$ cat src/rtl/lfsr_checker_pkg.sv
// lfsr_checker_pkg: shared FSM type, default taps and the
// Galois LFSR stepping helper used by the PRBS checker.
package lfsr_checker_pkg;

    typedef enum logic [1:0] {
        ST_HUNT   = 2'd0,
        ST_VERIFY = 2'd1,
        ST_LOCKED = 2'd2
    } state_e;

    localparam logic [7:0] DEFAULT_TAPS = 8'hB8;
    localparam int STEP_MAX_N = 8;

    typedef struct packed {
        logic [31:0] state;
        logic [7:0]  bits;
    } step_t;

    // Runs n Galois steps; bit i of .bits is the output of step i.
    function automatic step_t lfsr_step_n(
        input logic [31:0] state,
        input logic [31:0] taps,
        input int          n
    );
        step_t r;
        r.state = state;
        r.bits  = '0;
        for (int i = 0; i < STEP_MAX_N; i++) begin
            if (i < n) begin
                r.bits[i] = r.state[0];
                r.state   = (r.state >> 1) ^ (r.state[0] ? taps : 32'd0);
            end
        end
        return r;
    endfunction

endpackage

$ cat src/rtl/lfsr_checker_ref.sv
// galois_lfsr_ref: local reference LFSR for the checker; offers the
// expected word and advances by one word or one word plus a bit slip.
module galois_lfsr_ref
    import lfsr_checker_pkg::*;
#(
    parameter int               WIDTH = 8,
    parameter logic [WIDTH-1:0] SEED  = {{(WIDTH-1){1'b0}}, 1'b1},
    parameter logic [WIDTH-1:0] TAPS  = DEFAULT_TAPS,
    parameter int               BITS  = 4
) (
    input  logic            clk,
    input  logic            reset,
    input  logic            load,
    input  logic            advance,
    input  logic            slip,
    output logic [BITS-1:0] exp_word
);

    logic [WIDTH-1:0] state_q;
    logic [WIDTH-1:0] state_d;
    step_t            step_word;
    step_t            step_slip;
    logic             unused_step;

    always_comb begin
        step_word = lfsr_step_n(32'(state_q), 32'(TAPS), BITS);
        step_slip = lfsr_step_n(32'(state_q), 32'(TAPS), BITS + 1);
        exp_word  = step_word.bits[BITS-1:0];
        state_d   = state_q;
        if (load) begin
            state_d = SEED;
        end else if (slip) begin
            state_d = step_slip.state[WIDTH-1:0];
        end else if (advance) begin
            state_d = step_word.state[WIDTH-1:0];
        end
    end

    assign unused_step = ^{step_word.state[31:WIDTH], step_word.bits[7:BITS],
                           step_slip.state[31:WIDTH], step_slip.bits};

    always_ff @(posedge clk) begin
        if (reset) begin
            state_q <= SEED;
        end else begin
            state_q <= state_d;
        end
    end

endmodule

$ cat config.mk
export PLATFORM = sky130hd
export DESIGN_NAME = galois_lfsr_ref
export DESIGN_NICKNAME = d
export VERILOG_FILES = /design/src/rtl/lfsr_checker_pkg.sv /design/src/rtl/lfsr_checker_ref.sv
export SDC_FILE = /design/constraint.sdc
export NUM_CORES = 1
export LEC_CHECK = 0
export CAP_MARGIN = 20
export CORE_MARGIN = 2
export CORE_UTILIZATION = 45
export CTS_CLUSTER_SIZE = 20
export DETAILED_ROUTE_END_ITERATION = 10
export GPL_TIMING_DRIVEN = 0
export PLACE_DENSITY = 0.71
export SYNTH_ARGS = -nofsm -noshare
export SYNTH_HDL_FRONTEND = slang
export SYNTH_SLANG_ARGS = --single-unit
$ cat constraint.sdc
create_clock -name clk -period 1.35 [get_ports clk]
set_clock_uncertainty 0.05 [all_clocks]
set_input_delay 0.2025 -clock clk [delete_from_list [all_inputs] [get_ports clk]]
set_output_delay 0.2025 -clock clk [all_outputs]
set_load 0.02 [all_outputs]
==> results of run 1 <==
==> repair_timing <==
item / 4_1_cts / 5_1_grt
gates resized for setup: 9 / 6
setup endpoints to repair: 8 / 5
setup buffers: 2 / 0
pin swaps: 2 / 2
==> cells in the mapped netlist, drive strengths merged <==
| library cell | count | share of area (%) |
|---|---|---|
| o21ai | 2 | 1.7 |
| a22oi | 1 | 1.3 |
| mux2i | 2 | 3.4 |
| nand2b | 1 | 1.1 |
| o22ai | 1 | 1.1 |
| o221a | 1 | 1.9 |
| clkbuf | 3 | 2.1 |
| inv | 1 | 0.63 |
| or2 | 1 | 1.1 |
| or3 | 2 | 2.3 |
| a211oi | 3 | 3.8 |
| nor2 | 7 | 4.4 |
| o21a | 1 | 1.3 |
| a221oi | 1 | 1.5 |
| xnor2 | 12 | 19 |
| a21oi | 5 | 4.2 |
| nand2 | 2 | 1.3 |
| dfxtp | 8 | 27 |
| xor2 | 2 | 4.2 |
| xnor3 | 1 | 3.8 |
| buf | 8 | 9.9 |
| nand3b | 1 | 1.3 |
| nor2b | 2 | 2.1 |
==> final cells by class <==
cell class | count | area share [%]
Clock buffer | 3 | 2.95
Multi-Input combinational cell | 48 | 52.0
Buffer | 11 | 10.6
Inverter | 1 | 0.491
Sequential cell | 8 | 21.1
Timing Repair Buffer | 9 | 10.3
Tap cell | 15 | 2.45
==> logic make-up after synthesis <==
logic type,Yosys count,synth area share [%]
and+or+nand+nor,16,13.5
AOI/OAI and AO/OA,15,16.6
xor gates and xnor gates,15,26.9
buffers and inverters,12,12.6
DFF,8,26.9
muxes,2,3.37
==> worst reg2reg max path: stages, from the launching register on <==
cell and delay (ns):
dfxtp_2 0.32, buf_6 0.12, xor2_2 0.14, o221a_1 0.21, or3_1 0.34, a21oi_1 0.12
==> final timing paths <==
path               from          to  depth (start not counted)
max          state_q[2]  state_q[1]                          5
min             advance  state_q[4]                          3
max reg2reg  state_q[2]  state_q[1]                          5
min reg2reg  state_q[1]  state_q[1]                          3
==> stage by stage <==
stage          setup TNS (ns)  hold slack [ns]
6_report              -0.0111            0.299
2_1_floorplan               0            0.250
3_5_place_dp            -1.74            0.575
3_3_place_gp            -1.49            0.568
5_1_grt                -0.191            0.325
4_1_cts               -0.0150            0.297
==> where the power goes <==
| group | internal, mW | switching (mW) | total, mW | leakage (nW) |
|---|---|---|---|---|
| registers | 0.251 | 0.0132 | 0.264 | 0.0658 |
| clock network | 0.102 | 0.0921 | 0.194 | 0.0138 |
| logic | 0.130 | 0.106 | 0.237 | 0.237 |
| total | 0.484 | 0.212 | 0.695 | 0.316 |
==> layout by cell type, fill, tap and decap left out, types with 2 or more instances in the layout <==
cell and n:
xor2_2 2, nor2_1 7, clkbuf_4 4, clkbuf_2 2, xnor2_1 9, buf_6 2, xnor2_2 2, buf_4 7
mux2i_1 2, a21oi_1 5, nor2b_1 2, a211oi_1 3, dfxtp_1 7, clkdlybuf4s50_1 2, dlygate4sd2_1 5, o21ai_0 2
nand2_1 2
==> routing by layer <==
metal  vias up  share of wire (%)  track usage [%]
li1        245                  -                -
met1       217                 44             21.5
met2         6                 50             25.0
met3         4                3.8             8.33
met4         0                2.5             10.0
met5         -                  0                0
==> results.json, run 1 <==
{
  "regMostFlops": "state_q",
  "largest_registers": "state_q: 8 flops",
  "worst_pin_slew_ns": 0.285,
  "dp_hpwl_um": 777,
  "crit_type": "flop to flop",
  "vias_per_cell": 4.97,
  "antenna_found_initial": 0,
  "final_util_pct": 60.3,
  "grt_max_degree": 11,
  "postCtsHoldBufs": 0,
  "grt.overflow.total": 0,
  "io_buffers": 7,
  "routed-via-count": 472,
  "rsz0062_at_grt": "yes",
  "place.gp.congestion": 0.848,
  "grt_pass1_vias": 383,
  "rows": 13,
  "syn-num-nets": 73,
  "crit_path_end_kind": "flop",
  "cellPowerDensity_nw_per_um2": 910,
  "status": "finished with violations",
  "synth_cells": 68,
  "fin_cells": 95,
  "numPlacedInstances": 90,
  "cts_max_path_buffers": 2,
  "cp_slowest_cell": "or3_1",
  "crit_buf_inv": 1,
  "path_cells": "buf_6 -> xor2_2 -> o221a_1 -> or3_1 -> a21oi_1",
  "largest_reg_flops": 8,
  "layout-drive-gt1-share_pct": 30.0,
  "ios": 9,
  "grt_pass1_wl_um": 1750,
  "design_area_um2": 764,
  "routedWlPerCell_um": 12.3,
  "clk_pin_slew_ns": 0.06,
  "startpoint_type": "flop",
  "h-tree-depth": 1,
  "worstSkewPairLatency_ns": 0.26,
  "ff_latch_area_um2": 161,
  "hold_path_class": "input pin to flop",
  "area_growth_syn_to_layout_pct": 28.6,
  "drtIter0Drc": 3,
  "p_leak_nw": 0.316,
  "cp.required_ns": 1.50,
  "peakVddDrop_uv": 462,
  "cp_top_family": "simple AND/OR/NAND/NOR gates",
  "syn_avg_cell_area_um2": 8.74,
  "ant_nets": 0,
  "cp_max_fo": 3,
  "failed_checks": "negative setup slack",
  "drc_errors": 0,
  "slew_headroom_pct": 81.0,
  "cts.sink_count": 8,
  "slew_viol_final": 0,
  "die-height_um": 40.3,
  "first_pass_iters": 4,
  "die_area_um2": 1630,
  "reg2reg_slack_ns": -0.01,
  "cts_tree": "built",
  "n_antenna_cell": 0,
  "multi_input_area_um2": 398,
  "fmax_mhz": 735,
  "numCtsBuffers": 3,
  "synth_seq_cells": 8,
  "cpPeakStageDelay_ns": 0.34,
  "clock-root-buffer": "clkbuf_4",
  "finalPower_uw": 695,
  "yosys_warnings": 0,
  "wl_um": 1170,
  "gr-usage-all-layers_pct": 17.6,
  "finalSetupViolCount": 1,
  "final_net_count": 87,
  "coreArea_um2": 1270,
  "hold_viol_final": 0,
  "die_width_um": 40.3,
  "synth_cell_types": 29,
  "initial_utilization_pct": 46.8,
  "fillCellCount": 125,
  "drv_cap": 0,
  "post-route-period-util_pct": 101,
  "syn_area_um2": 594,
  "worstPathArrival_ns": 1.51,
  "post-place-ws_ns": -0.394,
  "setup_ws_ns": -0.0111,
  "yosysSeqAreaShare_pct": 26.9,
  "period_minus_slack_ns": 1.36,
  "dpl-instance-area_um2": 683
}
No activity file was read; power rests on OpenSTA's default activity.
==> run 2, diff against run 1 <==
--- a/config.mk
+++ b/config.mk
@@ -6,7 +6,6 @@
 export NUM_CORES = 1
 export LEC_CHECK = 0
 export CAP_MARGIN = 20
-export CORE_MARGIN = 2
 export CORE_UTILIZATION = 45
 export CTS_CLUSTER_SIZE = 20
 export DETAILED_ROUTE_END_ITERATION = 10
==> constraint.sdc (replaced) <==
create_clock -name clk -period 1.35 [get_ports clk]
set_clock_uncertainty 0.05 [all_clocks]
set_input_delay 0.3375 -clock clk [delete_from_list [all_inputs] [get_ports clk]]
set_output_delay 0.3375 -clock clk [all_outputs]
set_load 0.02 [all_outputs]
==> run 2 against run 1 <==
  * The run still ends with negative setup slack left
  * Routed wire length rose by 6.4%
  * Flip-flop and latch count did not move
  * Via count fell by 2.5%
  * Non-clock buffer count fell by 2
  * Critical endpoint unchanged
  * Highest routed layer unchanged
==> results.json, run 2 (same netlist as run 1, synthesis figures left out) <==
{
  "clk_pin_slew_ns": 0.05,
  "ant_nets": 0,
  "postCtsHoldBufs": 0,
  "cp_slowest_cell": "or3_4",
  "cp.required_ns": 1.49,
  "grt_pass1_wl_um": 1790,
  "post-route-period-util_pct": 103,
  "status": "finished with violations",
  "io_buffers": 7,
  "regMostFlops": "state_q",
  "crit_buf_inv": 0,
  "slew_viol_final": 0,
  "drc_errors": 0,
  "coreArea_um2": 1170,
  "cts_tree": "built",
  "crit_path_end_kind": "flop",
  "met1Wirelength_um": 527,
  "worstSkewPairLatency_ns": 0.25,
  "hold_path_class": "input pin to flop",
  "failed_checks": "negative setup slack",
  "slew_headroom_pct": 75.4,
  "cpPeakStageDelay_ns": 0.40,
  "finalSetupViolCount": 2,
  "wl_met2_um": 660,
  "cp_top_family": "simple AND/OR/NAND/NOR gates",
  "largest_reg_flops": 8,
  "startpoint_type": "flop",
  "grt_max_degree": 11,
  "crit_type": "flop to flop",
  "final_net_count": 85,
  "cellPowerDensity_nw_per_um2": 920,
  "fillCellCount": 101,
  "initial_utilization_pct": 50.7,
  "h-tree-depth": 1,
  "period_minus_slack_ns": 1.39,
  "cp_max_fo": 3,
  "rows": 12,
  "area_growth_syn_to_layout_pct": 28.4,
  "setup_ws_ns": -0.0362,
  "path_cells": "xor2_2 -> o221a_1 -> or3_4 -> a21oi_2",
  "place.gp.congestion": 0.750,
  "routed-via-count": 460,
  "antenna_found_initial": 0,
  "wl_um": 1250,
  "vias_per_cell": 5.00,
  "fmax_mhz": 721,
  "worst_pin_slew_ns": 0.369,
  "cts_max_path_buffers": 2,
  "largest_registers": "state_q: 8 flops",
  "die-height_um": 38.3,
  "rsz0062_at_grt": "yes",
  "p_leak_nw": 0.309,
  "gr-usage-all-layers_pct": 18.4,
  "hold_viol_final": 0,
  "top_layer": "met4",
  "routedWlPerCell_um": 13.5,
  "drtIter0Drc": 3,
  "clock-root-buffer": "clkbuf_4",
  "drv_cap": 0,
  "peakVddDrop_uv": 688,
  "layout_common_cells": "xnor2_1 (9), buf_4 (8), nor2_1 (7)",
  "dr_wl_met3_um": 48,
  "layout-drive-gt1-share_pct": 43.6,
  "final_util_pct": 65.2,
  "cts.sink_count": 8,
  "numPlacedInstances": 89,
  "grt.overflow.total": 0,
  "first_pass_iters": 2,
  "layout_commonest_cell": "xnor2_1",
  "n_antenna_cell": 0,
  "die_width_um": 38.3,
  "grt_pass1_vias": 429,
  "numCtsBuffers": 3,
  "fin_cells": 92,
  "ios": 9,
  "dp_hpwl_um": 826,
  "worstPathArrival_ns": 1.52,
  "die_area_um2": 1470
}
[run 2: cell count changes in the layout (fill, tap and decap cells not counted), sizes merged]
cell	change
buf	+3
dlygate4sd2	-5
[run 2: worst reg2reg max path, cell delays in order, from the launching register on]
cell and delay [ns]:
dfxtp_2 0.34, xor2_2 0.17, o221a_1 0.23, or3_4 0.40, a21oi_2 0.14
[run 2: layout make-up]
class                           instances  area [µm²]  share of cell area [%]
Timing Repair Buffer                    9        65.1                    8.52
Buffer                                  9        70.1                    9.18
Multi-Input combinational cell         48         420                    55.1
Sequential cell                         8         164                    21.5
Tap cell                               14        17.5                    2.30
Inverter                                1        3.75                   0.492
Clock buffer                            3        22.5                    2.95
[run 2: where the power goes]
group	leakage (nW)	total [mW]	internal, mW	switching, mW
Clock	0.0138	0.184	0.102	0.0823
Combinational	0.228	0.251	0.137	0.114
Sequential	0.0667	0.268	0.252	0.0161
[run 2: final timing paths]
| path | start | slack, ns | cells past startpoint | endpoint |
|---|---|---|---|---|
| min reg2reg | state_q[1] | 0.61 | 3 | state_q[1] |
| min | advance | 0.42 | 3 | state_q[4] |
| max reg2reg | state_q[6] | -0.04 | 4 | state_q[1] |
| max | state_q[6] | -0.04 | 4 | state_q[1] |
[run 2: what timing repair did]
action / CTS / global route
setup buffers: 2 / 0
endpoints found under the setup margin: 12 / 7
pin swaps: 3 / 3
hold endpoints to repair: 0 / 0
gates resized for setup: 19 / 16
[run 2: per-layer routing]
metal  track usage, %  vias up
met5                0        -
met4             5.17        0
met3             8.72        2
met2             29.2        8
met1             21.9      205
li1                 -      245
[run 2: metrics by stage]
step	area, µm²	total power [mW]	setup TNS [ns]	hold WS [ns]	setup slack (ns)
after floorplan	598	0.435	0	0.385	0.00243
after global placement	686	0.478	-2.64	0.549	-0.499
after detailed placement	686	0.484	-2.90	0.568	-0.530
after CTS	736	0.685	-0.0394	0.406	-0.0394
after global routing	763	0.743	-0.124	0.461	-0.0671
final	763	0.703	-0.0409	0.423	-0.0362
